## config.mk

```make
export PLATFORM = sky130hd
export DESIGN_NAME = serial_packet_router
export DESIGN_NICKNAME = d
export VERILOG_FILES = /design/src/rtl/serial_pkt_pkg.sv /design/src/rtl/load_down_counter.sv /design/src/rtl/serial_packet_router.sv
export SDC_FILE = /design/constraint.sdc
export NUM_CORES = 1
export LEC_CHECK = 0
export ABC_CLOCK_PERIOD_IN_PS = 2200
export CORE_MARGIN = 2
export CORE_UTILIZATION = 25
export CTS_CLUSTER_DIAMETER = 40
export DETAILED_ROUTE_END_ITERATION = 8
export SYNTH_ARGS = -nofsm -noshare
export SYNTH_HDL_FRONTEND = slang
export SYNTH_SLANG_ARGS = --single-unit
export TNS_END_PERCENT = 30
```

## constraint.sdc

```tcl
create_clock -name clk -period 2.2 [get_ports clk]
set_input_delay 0.22 -clock clk [delete_from_list [all_inputs] [get_ports clk]]
set_output_delay 0.22 -clock clk [all_outputs]
set_load 0.03 [all_outputs]
```

## src/rtl/serial_pkt_pkg.sv

```systemverilog
// Shared types and constants for the serial packet router.
package serial_pkt_pkg;

  typedef enum logic [2:0] {
    IDLE    = 3'd0,
    HDR_CH  = 3'd1,
    HDR_LEN = 3'd2,
    DATA    = 3'd3,
    PARITY  = 3'd4,
    DONE    = 3'd5
  } state_t;

  localparam logic START_BIT = 1'b0;

endpackage

```

## src/rtl/load_down_counter.sv

```systemverilog
// Payload length counter: loaded MSB first by shifting, then counted down once per payload bit.
module load_down_counter #(
  parameter int CNT_W = 8
) (
  input  logic             clk,
  input  logic             rst,
  input  logic             shift_en,
  input  logic             shift_in,
  input  logic             dec,
  output logic [CNT_W-1:0] count,
  output logic             is_one,
  output logic             is_zero
);

  always_ff @(posedge clk) begin
    if (rst) begin
      count <= '0;
    end else if (shift_en) begin
      count <= {count[CNT_W-2:0], shift_in};
    end else if (dec) begin
      count <= count - CNT_W'(1);
    end
  end

  assign is_one  = (count == CNT_W'(1));
  assign is_zero = (count == '0);

endmodule

```

## src/rtl/serial_packet_router.sv

```systemverilog
// Framed serial stream parser that forwards payload bits to one of NUM_CH outputs.
// Optional even-parity check over the payload is enabled by defining PARITY_EN.
module serial_packet_router
  import serial_pkt_pkg::*;
#(
  parameter int NUM_CH = 4,
  parameter int CNT_W  = 8
) (
  input  logic              clk,
  input  logic              rst,
  input  logic              serIn,
  output logic [NUM_CH-1:0] serOut,
  output logic [NUM_CH-1:0] valid,
  output logic [CNT_W-1:0]  remaining,
  output logic              busy,
  output logic              done,
  output logic              err
);

  localparam int CH_W = $clog2(NUM_CH);
  localparam int BC_W = $clog2((CNT_W > CH_W) ? CNT_W : CH_W) + 1;

`ifdef PARITY_EN
  localparam state_t PAY_END = PARITY;
`else
  localparam state_t PAY_END = DONE;
`endif

  state_t            state, state_nxt;
  logic [CH_W-1:0]   ch_reg;
  logic [BC_W-1:0]   bitcnt;
  logic [CNT_W-1:0]  count;
  logic [CNT_W-1:0]  len_next;
  logic              is_one, is_zero;
  logic              shift_en, dec;
  logic              hdr_ch_last, hdr_len_last;
  logic              bad_ch;

  assign hdr_ch_last  = (bitcnt == BC_W'(CH_W - 1));
  assign hdr_len_last = (bitcnt == BC_W'(CNT_W - 1));
  assign len_next     = {count[CNT_W-2:0], serIn};
  assign shift_en     = (state == HDR_LEN);
  assign dec          = (state == DATA) && !is_zero;

  load_down_counter #(.CNT_W(CNT_W)) u_cnt (
    .clk      (clk),
    .rst      (rst),
    .shift_en (shift_en),
    .shift_in (serIn),
    .dec      (dec),
    .count    (count),
    .is_one   (is_one),
    .is_zero  (is_zero)
  );

  // Out-of-range channel codes exist only when NUM_CH is not a power of two.
  generate
    if ((1 << CH_W) == NUM_CH) begin : g_pow2
      assign bad_ch = 1'b0;
    end else begin : g_npow2
      assign bad_ch = ({1'b0, ch_reg} >= (CH_W + 1)'(NUM_CH));
    end
  endgenerate

  always_ff @(posedge clk) begin
    if (rst) begin
      state  <= IDLE;
      ch_reg <= '0;
      bitcnt <= '0;
    end else begin
      state <= state_nxt;
      if (state == HDR_CH) begin
        ch_reg <= (ch_reg << 1) | CH_W'(serIn);
      end
      if ((state == HDR_CH && !hdr_ch_last) || (state == HDR_LEN && !hdr_len_last)) begin
        bitcnt <= bitcnt + BC_W'(1);
      end else begin
        bitcnt <= '0;
      end
    end
  end

`ifdef PARITY_EN
  logic par_acc, par_err;

  always_ff @(posedge clk) begin
    if (rst || state == IDLE) begin
      par_acc <= 1'b0;
      par_err <= 1'b0;
    end else if (state == DATA) begin
      par_acc <= par_acc ^ serIn;
    end else if (state == PARITY) begin
      par_err <= par_acc ^ serIn;
    end
  end

  assign err = done && (bad_ch || par_err);
`else
  assign err = done && bad_ch;
`endif

  always_comb begin
    state_nxt = state;
    case (state)
      IDLE:    if (serIn == START_BIT) state_nxt = HDR_CH;
      HDR_CH:  if (hdr_ch_last) state_nxt = HDR_LEN;
      HDR_LEN: if (hdr_len_last) state_nxt = (len_next != '0) ? DATA : PAY_END;
      // Leaving on is_zero as well guards against the counter ever wrapping.
      DATA:    if (is_one || is_zero) state_nxt = PAY_END;
      PARITY:  state_nxt = DONE;
      DONE:    state_nxt = IDLE;
      default: state_nxt = IDLE;
    endcase
  end

  always_comb begin
    serOut    = '0;
    valid     = '0;
    busy      = (state != IDLE);
    done      = (state == DONE);
    remaining = (state == HDR_LEN || state == DATA) ? count : '0;
    if (state == DATA && !bad_ch) begin
      valid[ch_reg]  = 1'b1;
      serOut[ch_reg] = serIn;
    end
  end

endmodule
```

# Word-level counts from Yosys, hierarchy flattened
# Index checks and enable logic that the tools add are counted.
[classes] n_addsub=2 magnitude_cmp=2 eq_ne=12 n_mux=13 bitwise_logic=3 reduce_logical=17
[ops] cell="$mux W8" count=3
[ops] cell="$mux W3" count=5
[ops] cell="$pmux W3 S5" count=1
[ops] cell="$eq A8 B1 Y1 const B" count=1
[ops] cell="$logic_not A8 Y1" count=1
[ops] cell="$mux W4" count=2
[ops] cell="$reduce_bool A8 Y1" count=1
[ops] cell="$sub A8 B1 Y8 const B" count=1
[ops] cell="$eq A3 B2 Y1 const B" count=2
[ops] cell="$eq A3 B3 Y1 const B" count=2
[ops] cell="$ne A2 B2 Y1 const B" count=3
[ops] cell="$add A4 B1 Y4 const B" count=1
[ops] cell="$and A4 B4 Y4" count=1
[ops] cell="$eq A4 B1 Y1 const B" count=1
[ops] cell="$eq A4 B3 Y1 const B" count=1
[ops] cell="$logic_and A1 B1 Y1" count=4
[ops] cell="$reduce_and A4 Y1" count=1
[ops] cell="$eq A3 B1 Y1 const B" count=1
[ops] cell="$logic_not A1 Y1" count=3
[ops] cell="$logic_not A3 Y1" count=1
[ops] cell="$logic_or A1 B1 Y1" count=3
[ops] cell="$lt A2 B3 Y1 const B" count=1
[ops] cell="$reduce_bool A3 Y1" count=1
[ops] cell="$demux W1 S2" count=1
[ops] cell="other kinds (7)" count=7
[totals] regBits=17 input_bits=3 output_inout_bits=19

# Longest topological paths before layout
[depth] depth_word=6 mapped_depth=6 mapped_depth_nobuf=6

# Hierarchy
# From an unflattened synthesis, not the netlist that was laid out.
[hier_totals] cells_unflattened=135 area_unflattened_um2=1167.4
[by_module_without_submodules] module="serial_packet_router" n_inst=1 cells_per_inst=77 area_per_inst_um2=666.9 seq_area_each_um2=180.2
[by_module_without_submodules] module="load_down_counter" n_inst=1 cells_per_inst=58 area_per_inst_um2=500.5 seq_area_each_um2=160.2

# Worst setup path before layout
# No wires, ideal clock.
[synth_path] path_kind="flip-flop to flip-flop" startpoint="register u_cnt.count[0]" endpoint="register u_cnt.count[3]" setup_ns=0.123 arrival_ns=1.595 required_time_ns=2.077 setup_slack_ns=0.482 path_stages_with_launch=7 path_cell_list="dfxtp_1 > inv_1 > ha_1 > nor4b_4 > a21o_2 > nor4_1 > mux2_1"
[synth_between] elab_chain_cells=4 elab_cells_between_ends=7 cone_classes="add/sub (1); mux (2); reduce/logical (4)"
[synth_lines] element="from (decl)" line="load_down_counter.sv:10" rtl="output logic [CNT_W-1:0] count,"
[synth_lines] element="from (signal assigned)" line="load_down_counter.sv:19" rtl="count <= {count[CNT_W-2:0], shift_in};"
[synth_lines] element="from (signal assigned)" line="load_down_counter.sv:21" rtl="count <= count - CNT_W'(1);"
[synth_lines] element="branches (longest 4 deep; another with $sub A8 B1 Y8)"
# Several ways; the timed one is not identified. The select of a mux whose other input is x is not followed.
# A chain may end at the register's enable or synchronous reset.

# Worst setup path in the final report
[layout_path] startpoint="register state[1]" endpoint="output remaining[5]"
[layout_between] elab_chain_cells=3 elab_cells_between_ends=4 cone_classes="eq/ne (2); mux (1); reduce/logical (1)"
[layout_lines] element="from (decl)" line="serial_packet_router.sv:29" rtl="state_t state, state_nxt;"
[layout_lines] element="from (signal assigned)" line="serial_packet_router.sv:71" rtl="state <= state_nxt;"
[layout_lines] element="$eq A3 B2 Y1" line="serial_packet_router.sv:121" rtl="remaining = (state == HDR_LEN || state == DATA) ? count : '0;"
[layout_lines] element="$logic_or A1 B1 Y1 (*)" line="serial_packet_router.sv:121"
[layout_lines] element="$mux W8 (*)" line="serial_packet_router.sv:121"
[layout_lines] element="to (decl)" line="serial_packet_router.sv:14" rtl="output logic [CNT_W-1:0] remaining,"
# Mark *: on every way between the ends. The rest lies on a longest branch, timed or not.

==> impl_metrics.csv <==
group,metric,value,unit
run_status,run_status,"complete, no violations",
pwr,vdd_drop_max,0.000248,V
hold_path,min-delay-path-class,"register to register",
worst_setup_path,cpMaxStageDelayCell,"clkdlybuf4s50_1",
clock_network,numClockSinks,17,
sta,min_period_over_period,0.959,
synth,synth_enable_flop_cells,0,
synth,synth.yosys.seq_area_share,0.288,
detailed_routing,routed-via-count,1107,
detailed_routing,drc,0,
sta,maxSlewHeadroom,0.665,
floorplanning,core_area,4440,sq um
global_route,grt_pass1_vias,1044,
clock_network,numCtsBuffers,3,
final_layout,max_ffs_per_register,8,
job,max_cap_violations,0,
hold_path,timing.hold.worst_path_depth,1,
pwr,cellPowerDensity,1060,nW/um^2
floorplanning,die-width,72.7,um
detailed_routing,drt-wirelength-per-cell,13.0,um
floorplanning,floorplan.initialDensity,0.265,
detailed_routing,dr.pass1.iters,4,
detailed_routing,wl_met3,120,um
worst_setup_path,critical_path.max_fanout,8,
worst_setup_path,rr_startpoint,"u_cnt.count[0]",
clock_network,cts-root-buf,"clkbuf_8",
place,hpwlAfterDp,2040,um
sta,timing.final.setup_violations,0,
global_route,grt.overflow.total,0,
detailed_routing,final_antenna_net_count,0,
floorplanning,design.die.area,5290,sq um
worst_setup_path,critical_path.cell_chain,"nor2b_2 > and2_1 > clkdlybuf4s50_1",
worst_setup_path,cp.arrival,1890,ps
place,globalplace.congestion,0.827,
detailed_routing,met1Wirelength,1380,um
floorplanning,row_count,24,
detailed_routing,drt_initial_violations,77,
detailed_routing,wl_met2,1230,um
worst_setup_path,worst_ep_required_time,1980,ps
clock_network,clock_tree.buffer_depth,2,
detailed_routing,vias_per_cell,5.13,
clock_network,clk-insertion-delay-late,260,ps
worst_setup_path,worst-r2r-setup-slack,310,ps
sta,finalCriticalPeriod,2110,ps
synth,synth.ff_latch_count,17,
sta,timing.final.max_slew_violations,0,
detailed_routing,drt-total-wl,2810,um
synth,syn_area,1180,sq um
place,port-buffer-count,20,
synth,synth_fp_nets,149,
worst_setup_path,timing.rr.end,"u_cnt.count[3]",
global_route,number_of_antenna_violations_at_the_first_check_in_global_routing,0,
synth,async_flop_share,0,
worst_setup_path,cp-start-kind,"register",
floorplanning,boundaryPins,22,
synth,ys_warn_count,0,
final_layout,drive_gt1_frac,0.140,
synth,syn-mean-instance-area,8.37,sq um
worst_setup_path,critPathKind,"register to output pin",
sta,final_hold_violations,0,
clock_network,clk_pin_slew,70,ps
hold_path,min_to,"bitcnt[0]",
final_layout,antennaDiodeCount,0,
final_layout,stdcell_area,1500,sq um
place,preCtsSetupSlack,237,ps
global_route,maximum_number_of_pins_on_one_net_before_global_route_repair,11,
hold_path,worst_hold_startpoint,"bitcnt[0]",
synth,synth_top_flop_cell,"dfxtp_1",
worst_setup_path,r2r.worst_path.cells,6,
worst_setup_path,slowest_delay,670,ps
sta,worst_pin_slew,501,ps
worst_setup_path,cp-end-kind,"output pin",
detailed_routing,highest_layer,"met4",
global_route,grt.total_usage,0.113,
clock_network,ctsHtreeMaxLevel,1,
final_layout,biggestRegsByFlops,"u_cnt.count: 8 flops, bitcnt: 4 flops, state: 3 flops",
synth,synthDistinctLibCells,55,
pwr,total_leakage_power,0.620,nW
final_layout,final_net_count,173,
place,detailed_place.area,1450,sq um
sta,maxClockFrequency,0.474,GHz
sta,timing.final.ws_setup,90.2,ps
worst_setup_path,worstPathBufferInverterCount,1,
worst_setup_path,critPathTopFamily,"buffers and inverters",
clock_network,cts_setup_buffers,0,
global_route,grt_first_pass_wirelength,4650,um
final_layout,area_growth,27.1,%
floorplanning,chipHeight,72.7,um
synth,post_synth_inst_count,141,
clock_network,clock_tree_from_tritoncts,"built",
sta,fin_skew,1.55,ps
final_layout,largest_register_by_flop_count,"u_cnt.count",
## synthesized netlist by cell type, types with 3 or more instances
cell type | n | area [sq um]
ha_1 | 5 | 62.6
nor3_1 | 9 | 45.0
a31oi_1 | 4 | 25.0
inv_1 | 8 | 30.0
buf_2 | 3 | 15.0
o21ai_0 | 5 | 25.0
nand2_1 | 9 | 33.8
nor2_1 | 16 | 60.1
nand2b_1 | 3 | 18.8
and2_1 | 5 | 31.3
dfxtp_1 | 17 | 340
a21oi_1 | 6 | 30.0
nand3_1 | 3 | 15.0
## how the worst max path moves through the flow
stage,start,to,slack [ps],cells after the start
floorplan,u_cnt.count[0],u_cnt.count[3],480,6
global placement,state[1],remaining[5],220,3
detailed placement,state[1],remaining[5],240,3
CTS,state[1],remaining[5],70,3
global route,state[0],serOut[0],-3,3
finish,state[1],remaining[5],90,3
## report_power, final
group          switching [W]  internal, W  total, W
sequential          0.000110     0.000375  0.000485
clock               0.000111     0.000129  0.000240
combinational       0.000478     0.000385  0.000863
## cells in the final DEF (no fill, tap or decap), types with 4 or more instances in the layout
cell type and instances:
and2_1 5, a31oi_1 4, nand2_1 9, o21ai_0 5, clkdlybuf4s50_1 17, a21oi_1 6, nor3_1 9, buf_4 6
dfxtp_1 17, inv_1 8, ha_1 5, nor2_1 16
## per-stage QoR
step                      power [W]  hold slack, ps  setup TNS (ps)  instances   util
after floorplan             0.00114             316               0        141      -
after global placement      0.00134             452               0        212  0.325
after detailed placement    0.00134             461               0        212  0.325
after CTS                   0.00160             477               0        216  0.336
after global routing        0.00171             521           -3.23        216  0.338
final                       0.00159             475               0        216  0.338
## cell families (layout without fill, tap and decap cells)
| logic type | count (synthesis) | after routing | share of synthesized area |
|---|---|---|---|
| adders and majority gates | 5 | 5 | 0.0530 |
| DFF | 17 | 17 | 0.288 |
| muxes | 2 | 2 | 0.0180 |
| AOI/OAI and AO/OA | 36 | 36 | 0.236 |
| xor gates and xnor gates | 3 | 3 | 0.0223 |
| other | 1 | 1 | 0.00318 |
| buffers and inverters | 15 | 38 | 0.0636 |
| and+or+nand+nor | 62 | 62 | 0.315 |
## what timing repair did
action | 4_1_cts | 5_1_grt
setup endpoints to repair | 6 | 3
resized for setup | 1 | 3
hold buffers | 0 | 0
## layer usage
layer / vias up / track usage
met5: - / 0
met2: 25 / 0.174
met4: 0 / 0.0617
li1: 558 / -
met1: 517 / 0.150
met3: 7 / 0.0207
## final cells by class
cell class / instances / area (sq um)
Fill cell: 466 / 2940
Multi-Input combinational cell: 109 / 767
Sequential cell: 17 / 340
Timing Repair Buffer: 26 / 253
Tap cell: 52 / 65.1
Clock buffer: 4 / 45.0
Inverter: 8 / 30.0
No activity file was read; power rests on OpenSTA's default activity.
